$ cat config.mk
export PLATFORM = sky130hd
export DESIGN_NAME = alu_unit
export DESIGN_NICKNAME = d
export VERILOG_FILES = /design/src/rtl/alu_pkg.sv /design/src/rtl/alu_shifter.sv /design/src/rtl/alu_unit.sv
export SDC_FILE = /design/constraint.sdc
export NUM_CORES = 1
export LEC_CHECK = 0
export ABC_AREA = 1
export ABC_CLOCK_PERIOD_IN_PS = 7400
export CORE_AREA = 2 2 170 172
export CTS_BUF_LIST = sky130_fd_sc_hd__clkbuf_8
export DETAILED_ROUTE_END_ITERATION = 10
export DIE_AREA = 0 0 172 174
export HOLD_SLACK_MARGIN = 0.1
export PLACE_DENSITY = 0.56
export SETUP_SLACK_MARGIN = 0.5
export SLEW_MARGIN = 20
export SYNTH_ARGS = -nofsm -noshare
export SYNTH_HDL_FRONTEND = slang
export SYNTH_HIERARCHICAL = 1
export SYNTH_SLANG_ARGS = --single-unit
$ cat constraint.sdc
create_clock -name clk -period 7.4 [get_ports clk]
set_input_delay 1.48 -clock clk [delete_from_list [all_inputs] [get_ports clk]]
set_output_delay 1.48 -clock clk [all_outputs]
set_load 0.03 [all_outputs]
$ cat src/rtl/alu_pkg.sv
// -----------------------------------------------------------------------------
// alu_pkg
// Shared definitions for the execute-stage ALU.
//   DEFAULT_WIDTH : default datapath width.
//   ALU_*         : 3-bit ALUOp operation encodings.
// -----------------------------------------------------------------------------
package alu_pkg;

    localparam int DEFAULT_WIDTH = 32;

    localparam logic [2:0] ALU_ADD = 3'b000;
    localparam logic [2:0] ALU_SUB = 3'b001;
    localparam logic [2:0] ALU_AND = 3'b010;
    localparam logic [2:0] ALU_OR  = 3'b011;
    localparam logic [2:0] ALU_SRL = 3'b100;
    localparam logic [2:0] ALU_SRA = 3'b101;
    localparam logic [2:0] ALU_XOR = 3'b110;
    localparam logic [2:0] ALU_SLT = 3'b111;

    // True for operations that run the shared adder in subtract mode.
    function automatic logic op_uses_sub(input logic [2:0] op);
        return (op == ALU_SUB) || (op == ALU_SLT);
    endfunction

endpackage

$ cat src/rtl/alu_shifter.sv
// -----------------------------------------------------------------------------
// alu_shifter
// Combinational right shifter, logical or arithmetic, built as a log2 barrel
// of conditional power-of-two stages.
// Ports:
//   i_data  [WIDTH-1:0]   : value to shift
//   i_shamt [SHAMT_W-1:0] : shift amount
//   i_arith               : 1 = sign fill from i_data MSB, 0 = zero fill
//   o_data  [WIDTH-1:0]   : shifted result
// -----------------------------------------------------------------------------
module alu_shifter
    import alu_pkg::*;
#(
    parameter int WIDTH   = DEFAULT_WIDTH,
    parameter int SHAMT_W = $clog2(WIDTH)
) (
    input  logic [WIDTH-1:0]   i_data,
    input  logic [SHAMT_W-1:0] i_shamt,
    input  logic               i_arith,
    output logic [WIDTH-1:0]   o_data
);

    // w_stage[k] is the value after applying shamt bits [k-1:0].
    logic [WIDTH-1:0] w_stage [SHAMT_W+1];
    logic             w_fill;

    assign w_fill     = i_arith & i_data[WIDTH-1];
    assign w_stage[0] = i_data;

    generate
        for (genvar gi = 0; gi < SHAMT_W; gi++) begin : g_stage
            localparam int STEP = 1 << gi;
            assign w_stage[gi+1] = i_shamt[gi]
                ? {{STEP{w_fill}}, w_stage[gi][WIDTH-1:STEP]}
                : w_stage[gi];
        end
    endgenerate

    assign o_data = w_stage[SHAMT_W];

endmodule

$ cat src/rtl/alu_unit.sv
// -----------------------------------------------------------------------------
// alu_unit
// Execute-stage integer ALU with a registered result (one cycle latency,
// one operation per cycle, no backpressure).
// Ports:
//   clk        : system clock, rising edge
//   reset      : synchronous active-high reset
//   A, B       : operands; B[SHAMT_W-1:0] is the shift amount
//   ALUOp      : operation select (see alu_pkg)
//   in_valid   : operands valid this cycle
//   C          : registered result
//   zero       : registered, high when C == 0
//   overflow   : registered signed overflow for ADD/SUB, else 0
//   out_valid  : registered copy of in_valid
// -----------------------------------------------------------------------------
module alu_unit
    import alu_pkg::*;
#(
    parameter int WIDTH = DEFAULT_WIDTH
) (
    input  logic             clk,
    input  logic             reset,
    input  logic [WIDTH-1:0] A,
    input  logic [WIDTH-1:0] B,
    input  logic [2:0]       ALUOp,
    input  logic             in_valid,
    output logic [WIDTH-1:0] C,
    output logic             zero,
    output logic             overflow,
    output logic             out_valid
);

    localparam int SHAMT_W = $clog2(WIDTH);

    // ---------------- shared adder / subtractor ----------------
    logic             w_sub;
    logic [WIDTH-1:0] w_b_eff;
    logic [WIDTH:0]   w_sum_ext;
    logic [WIDTH-1:0] w_sum;
    logic             w_carry_into_msb;
    logic             w_add_ovf;
    logic             w_slt;

    assign w_sub     = op_uses_sub(ALUOp);
    assign w_b_eff   = w_sub ? ~B : B;
    assign w_sum_ext = {1'b0, A} + {1'b0, w_b_eff} + {{WIDTH{1'b0}}, w_sub};
    assign w_sum     = w_sum_ext[WIDTH-1:0];

    // Signed overflow is the carry into the MSB disagreeing with the carry
    // out of it; this is the only use of the carry-out.
    assign w_carry_into_msb = A[WIDTH-1] ^ w_b_eff[WIDTH-1] ^ w_sum[WIDTH-1];
    assign w_add_ovf        = w_carry_into_msb ^ w_sum_ext[WIDTH];

    // A < B (signed): the sign of A-B is wrong exactly when it overflowed.
    assign w_slt = w_sum[WIDTH-1] ^ w_add_ovf;

    // ---------------- shifter ----------------
    logic [WIDTH-1:0] w_shift;

    alu_shifter #(
        .WIDTH   (WIDTH),
        .SHAMT_W (SHAMT_W)
    ) u_shifter (
        .i_data  (A),
        .i_shamt (B[SHAMT_W-1:0]),
        .i_arith (ALUOp == ALU_SRA),
        .o_data  (w_shift)
    );

    // ---------------- result select ----------------
    logic [WIDTH-1:0] w_result;
    logic             w_ovf;

    always_comb begin
        w_result = '0;
        w_ovf    = 1'b0;
        unique case (ALUOp)
            ALU_ADD: begin
                w_result = w_sum;
                w_ovf    = w_add_ovf;
            end
            ALU_SUB: begin
                w_result = w_sum;
                w_ovf    = w_add_ovf;
            end
            ALU_AND: w_result = A & B;
            ALU_OR:  w_result = A | B;
            ALU_SRL: w_result = w_shift;
            ALU_SRA: w_result = w_shift;
            ALU_XOR: w_result = A ^ B;
            ALU_SLT: w_result = {{(WIDTH-1){1'b0}}, w_slt};
            default: begin
                w_result = '0;
                w_ovf    = 1'b0;
            end
        endcase
    end

    // ---------------- output register ----------------
    logic [WIDTH-1:0] r_c;
    logic             r_zero;
    logic             r_ovf;
    logic             r_valid;

    always_ff @(posedge clk) begin
        if (reset) begin
            r_c     <= '0;
            r_zero  <= 1'b1;
            r_ovf   <= 1'b0;
            r_valid <= 1'b0;
        end else begin
            r_valid <= in_valid;
            // Result and flags hold while no operation is presented.
            if (in_valid) begin
                r_c    <= w_result;
                r_zero <= (w_result == '0);
                r_ovf  <= w_ovf;
            end
        end
    end

    assign C         = r_c;
    assign zero      = r_zero;
    assign overflow  = r_ovf;
    assign out_valid = r_valid;

endmodule

==> flow_summary.ini <==
[clock_tree]
path_clk_slew_ns = 0.07
ctsHoldBuffers = 0
cts_made_buffers = 5
clkSinkCount = 35
cts_tree = yes
cts_setup_buffers = 0
root_buffer = clkbuf_8
clk_latency_ns = 0.29
cts_resized = 0
cts_htree_levels = 2
clock_path_buffers = 2

[routing]
drt-pass1-iter-count = 5
dr.first_iter.drc_count = 739
wirelength_um = 30800
vias_per_cell = 5.15
antenna_left = 0
drc_errors = 0
vias = 9081
wl_per_cell_um = 17.5

[placement]
io_buffers = 104
place_ws_ns = 1.57
dp_cells = 1757
dpl.hpwl_um = 25700
place.gp.congestion = 0.944

[finish]
nNetsFinal = 1546
final_core_util = 0.315
syn2layout_area_growth_pct = 19.3
multi_input_area_um2 = 5910
n_fill_cell = 3231
layout.cells.non_filler = 1765
diodes = 0
seq_area_um2 = 701
drive_gt1_frac = 0.0261

[worst_setup_path]
path_cells = clkdlybuf4s50_1 -> nand3_1 -> nand2_1 -> buf_4 -> xor2_1 -> fa_1 -> nand2_1 -> o21ai_1 -> nand2_1 -> nand2_1 -> nand2_1 -> nand2_1 -> nand4_1 -> nand3_1 -> nand3b_1 -> a21oi_1 -> nor2_1 -> nand4_1 -> nand2_1
cpMaxStageDelayCell = nand2_1
crit_path_start_kind = primary input
cp_num_buf_inv = 2
cp.arrival_ns = 5.76
ff2ff_setup_slack_ns = 6.66
rr_endpoint = zero$_SDFFE_PP1P_
critPathRequiredTime_ns = 7.58
worstSetupPathDepth = 19
worstSetupEndpointType = flop
rr_startpoint = zero$_SDFFE_PP1P_
reg2reg_depth = 2
worst-path-max-fanout = 16
cpLargestDelayFamily = simple AND/OR/NAND/NOR gates
endpoint = zero$_SDFFE_PP1P_
crit_top_cell = nand2_1
cp-startpoint = ALUOp[1]
max_stage_delay_ns = 0.70
critPathKind = primary input to flop

[floorplanning]
core_area_um2 = 28200
die_y_um = 174
start_util = 0.264
dieArea_um2 = 29900
rows = 62
io_pins = 105
die_x_um = 172

[power]
internal-power_mw = 0.519
pwr-share-clk = 0.120
power_frac_seq = 0.198
p_sw_mw = 0.554
leakage_nw = 4.48
swShare = 0.516
p_per_area_nw_per_um2 = 121
ir_drop_mv = 0.0519
power.share.combinational = 0.682

[timing]
fmax_ghz = 0.179
tns_ns = 0
skew_ns = 0
setup_viol = 0
layout_setup_ws_ns = 1.82
rsz0062_at_grt = no
post-route-min-period_ns = 5.58
worst_pin_slew_ns = 1.03
maxSlewViolCount = 0
period_share = 0.754
timing.slew.headroom = 0.313
final_hold_viol_count = 0

[synth]
syn_avg_cell_area_um2 = 5.67
synthCells = 1315
netlist.area_leader.share = 0.197
netlist_area_um2 = 7460
synth_top_cell_by_area = nand3_1
ys_ff_latch = 35
synth-seq-area-share = 0.0939
ys_warn_count = 6
synth_nets = 1481
synthDistinctLibCells = 40
yosys-top-cells-area = nand3_1 20%, nand2_1 17%, ha_1 16%

[grt]
grt_max_degree = 36
grt_pass1_wl_um = 47700
antenna_found_initial = 0
grt_overflow = 0
first_global_vias = 8679
gr-usage-all-layers = 0.203

[worst_hold_path]
hold_class = flop to flop

[outcome]
outcome = complete, no violations

[flow_run]
maxCapViolations = 0
per-layer routing:
metal	global-route usage	routed length [µm]
met4	0.0711	1060
met5	0	0
met1	0.284	14300
met2	0.323	13600
met3	0.0203	1880
worst min path at each step:
stage | from | cells past startpoint | to
global placement | C[3]$_SDFFE_PP0P_ | 2 | C[3]$_SDFFE_PP0P_
detailed placement | C[3]$_SDFFE_PP0P_ | 2 | C[3]$_SDFFE_PP0P_
floorplan | C[0]$_SDFFE_PP0P_ | 2 | C[0]$_SDFFE_PP0P_
CTS | C[3]$_SDFFE_PP0P_ | 2 | C[3]$_SDFFE_PP0P_
global route | C[3]$_SDFFE_PP0P_ | 2 | C[3]$_SDFFE_PP0P_
finish | C[3]$_SDFFE_PP0P_ | 2 | C[3]$_SDFFE_PP0P_
kinds of logic (layout without fill, tap and decap cells):
group	count (synthesis)	in the layout	synth area share
compound gates	180	180	0.145
xor+xnor	33	33	0.0387
fa+ha+maj	96	96	0.162
buf+inv	217	283	0.115
flops	35	35	0.0939
simple gates	754	754	0.445
power groups by stage:
| stage | Clock [mW] | Sequential, mW | Combinational, mW |
|---|---|---|---|
| 2_1_floorplan | 0 | 0.246 | 0.439 |
| 3_3_place_gp | 0 | 0.216 | 0.720 |
| 3_5_place_dp | 0 | 0.216 | 0.723 |
| 4_1_cts | 0.131 | 0.212 | 0.726 |
| 5_1_grt | 0.136 | 0.214 | 0.818 |
| 6_report | 0.129 | 0.212 | 0.732 |
cell usage in the layout, fill, tap and decap left out, types with 3 or more instances in the layout:
cell	Yosys	final
nand4_1	13	13
o21ai_1	4	4
a221oi_2	3	3
a21o_1	6	6
nand3_2	3	3
nand3b_1	9	9
nor2_1	75	74
xor2_1	32	32
and2_1	3	3
buf_4	0	10
nand3_1	294	294
a31oi_1	15	15
o21bai_1	3	3
o2111ai_1	4	4
clkdlybuf4s50_1	0	104
nand2_1	345	345
nor3_1	5	5
inv_1	152	154
o21ai_0	77	77
inv_2	9	9
a221oi_1	19	19
a21oi_1	40	40
clkbuf_8	0	5
dfxtp_1	35	35
ha_1	95	95
sequential cells by signal, indices dropped and copies added (netlist names):
register and count:
C 32, overflow 1, out_valid 1, zero 1
worst register-to-register path, cell delays in order (launching register included):
cell and delay (ns):
dfxtp_1 0.33, a21oi_1 0.22, nand2_1 0.09
cells in the mapped netlist:
| cell | count |
|---|---|
| a21boi_0 | 2 |
| a21o_1 | 6 |
| a21oi_1 | 40 |
| a221oi_1 | 19 |
| a221oi_2 | 3 |
| a22o_1 | 1 |
| a22oi_1 | 1 |
| a31oi_1 | 15 |
| and2_1 | 3 |
| buf_1 | 8 |
| buf_2 | 24 |
| buf_6 | 2 |
| clkbuf_1 | 22 |
| dfxtp_1 | 35 |
| fa_1 | 1 |
| ha_1 | 95 |
| inv_1 | 152 |
| inv_2 | 9 |
| nand2_1 | 345 |
| nand2_2 | 2 |
| nand3_1 | 294 |
| nand3_2 | 3 |
| nand3b_1 | 9 |
| nand4_1 | 13 |
| nor2_1 | 75 |
| nor3_1 | 5 |
| nor3_2 | 1 |
| nor4_1 | 1 |
| o2111ai_1 | 4 |
| o211a_1 | 1 |
| o211ai_1 | 1 |
| o21a_1 | 2 |
| o21ai_0 | 77 |
| o21ai_1 | 4 |
| o21bai_1 | 3 |
| o31ai_1 | 1 |
| or2_1 | 2 |
| or2_2 | 1 |
| xnor2_1 | 1 |
| xor2_1 | 32 |
final cells by class:
cell class,count,area share
multi-input cells,1063,0.665
clock buffers,5,0.00773
well taps,384,0.0540
flip-flops and latches,35,0.0788
repair buffers,114,0.125
clock inverters,3,0.00141
inverters,161,0.0679
through the flow:
step	hold slack [ns]	cell area, µm²	power [mW]
2_1_floorplan	0.600	7460	0.686
3_3_place_gp	0.463	8820	0.936
3_5_place_dp	0.469	8820	0.939
4_1_cts	0.479	8900	1.07
5_1_grt	0.497	8900	1.17
6_report	0.475	8900	1.07
No activity file was read; power rests on OpenSTA's default activity.
